<file path="src/rtl/isa_pkg.sv">
// isa_pkg: shared ISA definitions for the instruction encoder and decoder.
package isa_pkg;
    localparam int OPCODE_WIDTH  = 3;
    localparam int INSTR_WIDTH   = 16;
    localparam int REG_WIDTH     = 3;
    localparam int OPERAND_WIDTH = 7;
    localparam int OPC_LSB = 13;
    localparam int DST_LSB = 10;
    localparam int SRC_LSB = 7;
    localparam int OPR_LSB = 0;
    localparam logic [INSTR_WIDTH-1:0] WAIT_WORD = 16'h8000;
    typedef enum logic [OPCODE_WIDTH-1:0] {
        OP_ADD  = 3'd0,
        OP_ADDI = 3'd1,
        OP_MUL  = 3'd2,
        OP_MULI = 3'd3,
        OP_WAIT = 3'd4,
        OP_LDSW = 3'd5
    } opcode_e;
    function automatic logic [INSTR_WIDTH-1:0] pack_fields(
        input logic [OPCODE_WIDTH-1:0]  op,
        input logic [REG_WIDTH-1:0]     dst,
        input logic [REG_WIDTH-1:0]     src,
        input logic [OPERAND_WIDTH-1:0] opr
    );
        logic [INSTR_WIDTH-1:0] w;
        w = '0;
        w[OPC_LSB +: OPCODE_WIDTH]  = op;
        w[DST_LSB +: REG_WIDTH]     = dst;
        w[SRC_LSB +: REG_WIDTH]     = src;
        w[OPR_LSB +: OPERAND_WIDTH] = opr;
        return w;
    endfunction
endpackage

</file>
<file path="src/rtl/instr_pack.sv">
// instr_pack: field forcing, legality check and packing of one instruction beat.
module instr_pack
    import isa_pkg::*;
(
    input  logic [OPCODE_WIDTH-1:0]  opcode_i,
    input  logic [REG_WIDTH-1:0]     dst_i,
    input  logic [REG_WIDTH-1:0]     src_i,
    input  logic [OPERAND_WIDTH-1:0] operand_i,
    output logic [INSTR_WIDTH-1:0]   word_o,
    output logic                     legal_o
);
    logic reg_form;
    always_comb begin
        reg_form = opcode_i == OP_ADD || opcode_i == OP_MUL;
        // register forms carry rt in operand[2:0]; upper bits must be clear
        legal_o  = opcode_i <= OP_LDSW && !(reg_form && operand_i[6:3] != '0);
        word_o   = opcode_i == OP_WAIT ? WAIT_WORD :
                   opcode_i == OP_LDSW ? pack_fields(opcode_i, dst_i, '0, '0) :
                                         pack_fields(opcode_i, dst_i, src_i, operand_i);
    end
endmodule

</file>
<file path="src/rtl/instruction_encoder.sv">
// instruction_encoder: packs streamed instruction fields into program memory
// and seals the program with a terminating WAIT word.
module instruction_encoder
    import isa_pkg::*;
#(
    parameter int ADDR_WIDTH = 4
) (
    input  logic                     clk,
    input  logic                     rst,
    input  logic                     start,
    input  logic                     seal,
    input  logic                     in_valid,
    output logic                     in_ready,
    input  logic [OPCODE_WIDTH-1:0]  in_opcode,
    input  logic [REG_WIDTH-1:0]     in_dst,
    input  logic [REG_WIDTH-1:0]     in_src,
    input  logic [OPERAND_WIDTH-1:0] in_operand,
    output logic                     mem_we,
    output logic [ADDR_WIDTH-1:0]    mem_addr,
    output logic [INSTR_WIDTH-1:0]   mem_wdata,
    output logic [ADDR_WIDTH:0]      prog_len,
    output logic                     busy,
    output logic                     done,
    output logic                     err_illegal,
    output logic [7:0]               err_count
);
    typedef enum logic [1:0] {IDLE, LOAD, SEAL, DONE} state_e;
    state_e                  state_q;
    logic [ADDR_WIDTH-1:0]   ptr_q;
    logic [ADDR_WIDTH:0]     len_q;
    logic                    mem_we_q;
    logic [ADDR_WIDTH-1:0]   mem_addr_q;
    logic [INSTR_WIDTH-1:0]  mem_wdata_q;
    logic                    err_q;
    logic [7:0]              err_cnt_q;
    logic                    seal_wr_q;
    logic [INSTR_WIDTH-1:0]  word_d;
    logic                    legal_d;
    logic                    accept_d;
    instr_pack u_pack (
        .opcode_i  (in_opcode),
        .dst_i     (in_dst),
        .src_i     (in_src),
        .operand_i (in_operand),
        .word_o    (word_d),
        .legal_o   (legal_d)
    );
    // the last slot (all-ones address) stays free for the seal word
    assign in_ready    = state_q == LOAD && ptr_q != '1;
    assign accept_d    = in_valid && in_ready;
    assign mem_we      = mem_we_q;
    assign mem_addr    = mem_addr_q;
    assign mem_wdata   = mem_wdata_q;
    assign prog_len    = len_q;
    assign busy        = state_q == LOAD || state_q == SEAL;
    assign done        = state_q == DONE;
    assign err_illegal = err_q;
    assign err_count   = err_cnt_q;
    always_ff @(posedge clk) begin
        if (rst) begin
            state_q     <= IDLE;
            ptr_q       <= '0;
            len_q       <= '0;
            mem_we_q    <= 1'b0;
            mem_addr_q  <= '0;
            mem_wdata_q <= '0;
            err_q       <= 1'b0;
            err_cnt_q   <= '0;
            seal_wr_q   <= 1'b0;
        end else begin
            mem_we_q <= 1'b0;
            err_q    <= 1'b0;
            case (state_q)
                IDLE, DONE: begin
                    if (start) begin
                        state_q <= LOAD;
                        ptr_q   <= '0;
                        len_q   <= '0;
                    end
                end
                LOAD: begin
                    if (accept_d && legal_d) begin
                        mem_we_q    <= 1'b1;
                        mem_addr_q  <= ptr_q;
                        mem_wdata_q <= word_d;
                        ptr_q       <= ptr_q + 1'b1;
                        len_q       <= len_q + 1'b1;
                    end
                    if (accept_d && !legal_d) begin
                        err_q <= 1'b1;
                        if (err_cnt_q != '1) err_cnt_q <= err_cnt_q + 1'b1;
                    end
                    if (seal) state_q <= SEAL;
                end
                SEAL: begin
                    // first cycle issues the WAIT write, second lets it land before DONE
                    if (!seal_wr_q) begin
                        mem_we_q    <= 1'b1;
                        mem_addr_q  <= ptr_q;
                        mem_wdata_q <= WAIT_WORD;
                        len_q       <= len_q + 1'b1;
                        seal_wr_q   <= 1'b1;
                    end else begin
                        seal_wr_q <= 1'b0;
                        state_q   <= DONE;
                    end
                end
                default: state_q <= IDLE;
            endcase
        end
    end
endmodule

</file>
<file path="config.mk">
export PLATFORM = sky130hd
export DESIGN_NAME = instruction_encoder
export DESIGN_NICKNAME = d
export VERILOG_FILES = /design/src/rtl/isa_pkg.sv /design/src/rtl/instr_pack.sv /design/src/rtl/instruction_encoder.sv
export SDC_FILE = /design/constraint.sdc
export NUM_CORES = 1
export LEC_CHECK = 0
export BUFFER_PORTS_ARGS = -buffer_cell sky130_fd_sc_hd__clkbuf_2
export CAP_MARGIN = 10
export CORE_ASPECT_RATIO = 1.4
export CORE_MARGIN = 8
export CORE_UTILIZATION = 54
export CTS_CLUSTER_SIZE = 40
export DETAILED_ROUTE_END_ITERATION = 8
export GPL_ROUTABILITY_DRIVEN = 0
export PLACE_DENSITY = 0.83
export SLEW_MARGIN = 20
export SYNTH_ARGS = -nofsm -noshare
export SYNTH_HDL_FRONTEND = slang
export SYNTH_SLANG_ARGS = --single-unit
</file>
<file path="constraint.sdc">
create_clock -name clk -period 3.93 [get_ports clk]
set_clock_uncertainty 0.15 [all_clocks]
set_input_delay 0.786 -clock clk [delete_from_list [all_inputs] [get_ports clk]]
set_output_delay 0.786 -clock clk [all_outputs]
set_load 0.005 [all_outputs]
</file>
==> flow_summary.json <==
{
  "status": "completed",
  "finalWirelength_mm": 4.839,
  "p_per_area_nw_per_um2": 625.8,
  "die_h_um": 86.59,
  "fill_cells": 316,
  "clock_latency_ns": 0.29,
  "cts_num_sinks": 42,
  "critPathKind": "in -> reg",
  "clockBufferDepth": 2,
  "htreeDepth": 2,
  "asyncSetResetFlopFracSynth_pct": 0,
  "synth_seq_area_share_pct": 43.75,
  "tns_ns": 0,
  "place_ws_ns": 0.9250,
  "num_io_pins": 59,
  "wl_per_cell_um": 15.03,
  "p_leak_nw": 0.9747,
  "cp_max_fo": 16,
  "synth_cell_type_count": 38,
  "cts_made_buffers": 5,
  "final-seq-area_um2": 840.8,
  "start_util_pct": 56.37,
  "placed_area_um2": 2215,
  "cts_setup_buffers": 0,
  "place_hpwl_mm": 3.559,
  "setup_violations": 0,
  "min_period_ns": 2.632,
  "finalHoldViolCount": 0,
  "hold_depth": 1,
  "synth-edff-count": 0,
  "grt_pass1_wl_mm": 7.734,
  "synth_top_area_share_pct": 43.75,
  "slew_violations": 0,
  "antenna_found_initial": 0,
  "die_x_um": 66.42,
  "worst_r2r_startpoint": "state_q[1]$_SDFFE_PP0P_",
  "drcViolationCount": 0,
  "crit_arrival_ns": 2.68,
  "grt_pass1_vias": 1706,
  "multi_input_area_um2": 999.7,
  "synth_nets": 254,
  "synth_largest_area_cell": "dfxtp_1",
  "reg2reg_slack_ns": 1.39,
  "rsz0062_at_grt": "false",
  "r2r-end": "prog_len[3]$_SDFFE_PP0P_",
  "ir_worst_vdd_mv": 0.4448,
  "nets": 308,
  "postLayoutCellArea_um2": 2321,
  "netlist_instances": 227,
  "drtIter0Drc": 122,
  "ys.flop_type": "dfxtp_1",
  "slew_headroom_pct": 26.68,
  "rows": 25,
  "cts_root_buffer": "clkbuf_8",
  "syn_area_per_cell_um2": 8.466,
  "cap_viol_max_count": 0,
  "ctsResizeCount": 0,
  "grt_use_total_pct": 16.85,
  "hold-path-endpoint": "prog_len[4]$_SDFFE_PP0P_",
  "finalPower_mw": 1.452,
  "fin_crit_sh_pct": 66.97,
  "critPathCaptureType": "flop",
  "grt_start_max_net_pins": 32,
  "clk_pin_slew_ns": 0.08,
  "startpoint_type": "input port",
  "synth_seq_cells": 42,
  "area_growth_pct": 20.77,
  "core_area_um2": 3410,
  "firstDrtPassIters": 5,
  "n_antenna_cell": 0,
  "netlist_area_um2": 1922,
  "yosysWarnings": 0,
  "required_ns": 3.98,
  "holdCritPathClass": "reg -> reg",
  "cts_tree": "built",
  "drive_above_1_share_pct": 29.08,
  "vias": 1897,
  "worstHoldStart": "prog_len[4]$_SDFFE_PP0P_",
  "fin_ws_ns": 1.298,
  "grt_overflow": 0,
  "numPortBuffers": 58,
  "ant_nets": 0,
  "postCtsHoldBufs": 0,
  "fmax_mhz": 379.9,
  "tightestPinTransition_ns": 1.100,
  "viasPerCell": 5.891,
  "synth_area_leaders": "dfxtp_1 44%, a31o_2 6.4%, nor3_1 4.9%",
  "ff2ff_path_depth": 6,
  "dieArea_um2": 5751
}
-- per-stage QoR --
step                cells  utilization (%)  hold WS, ns
global placement      314            64.95       0.3037
detailed placement    314            64.95       0.3052
CTS                   322            68.07       0.3161
finish                322            68.07       0.3106
global route          322            68.07       0.3393
floorplan             227                -       0.3100
-- layout make-up --
type | count | area share (%)
multi-input combinational | 166 | 43.07
sequential | 42 | 36.23
timing repair buffer | 59 | 12.83
clock buffer | 7 | 3.288
tap | 40 | 2.156
clock inverter | 1 | 1.294
inverter | 7 | 1.132
-- logic make-up after synthesis --
logic type	after synthesis	synth area share, %
flops	42	43.75
fa+ha+maj	6	3.906
buf+inv	19	4.231
mux	2	1.042
simple gates	90	23.31
compound gates	65	22.40
xor+xnor	3	1.367
-- metal layers --
metal / track usage, % / vias to the layer above / share of wire [%] / wire length (um)
met1: 19.20 / 888 / 41 / 1983
li1: - / 946 / - / -
met3: 6.194 / 10 / 6.9 / 335
met5: 0 / - / 0 / 0
met4: 7.018 / 0 / 2.1 / 101
met2: 27.31 / 53 / 50 / 2418
-- state kept, by name, summed over array words and instances, names as in the netlist --
signal	flops
ptr_q	4
mem_addr	4
seal_wr_q	1
err_illegal	1
state_q	2
err_count	8
mem_wdata	16
mem_we	1
prog_len	5
-- cells in the final DEF, fill, tap and decap left out, drive strengths merged --
master	count
clkbuf	65
nand2	23
o31ai	2
or3	3
a311oi	1
a211oi	4
ha	6
inv	6
a21oi	19
o211ai	1
o41ai	2
o311ai	2
clkinv	1
nand4b	2
a31oi	4
nor3	19
buf	1
nand3	15
a31o	14
nor4	3
xnor2	2
bufinv	1
nand3b	1
o31a	1
nor2b	2
o21ai	15
xor2	1
nand4	1
nand2b	4
or4	2
dfxtp	42
and2	1
nor2	11
mux2i	2
and3	3
-- critical path, cell delays in order --
cell and delay, ns:
clkbuf_2 0.09, nor4_1 0.44, o31ai_1 0.18, o21ai_2 0.35, nand2_1 0.42, o41ai_1 0.42
-- Yosys cell counts, drive strengths merged (4+ instances only) --
library cell	number
a21oi	19
nand2	23
nor3	19
a31oi	4
a211oi	4
a31o	14
o21ai	15
inv	6
nor2	11
clkbuf	9
nand2b	4
ha	6
dfxtp	42
nand3	15
-- where the power goes --
group,leakage (nW),internal (mW),switching [mW],total (mW)
sequential,0.341,0.502,0.0496,0.552
clock,0.0524,0.190,0.143,0.333
combinational,0.581,0.197,0.370,0.567
-- how the worst max path moves through the flow --
stage | startpoint | endpoint | slack, ns
floorplan | in_operand[3] | mem_wdata[10]$_SDFFE_PP0P_ | 1.53
global placement | in_operand[3] | prog_len[3]$_SDFFE_PP0P_ | 1.0
detailed placement | in_operand[3] | prog_len[3]$_SDFFE_PP0P_ | 0.92
CTS | in_operand[3] | prog_len[3]$_SDFFE_PP0P_ | 1.23
global route | in_operand[3] | prog_len[3]$_SDFFE_PP0P_ | 1.03
finish | in_operand[3] | prog_len[3]$_SDFFE_PP0P_ | 1.30
Note: power is estimated with default switching activity, not from simulation.
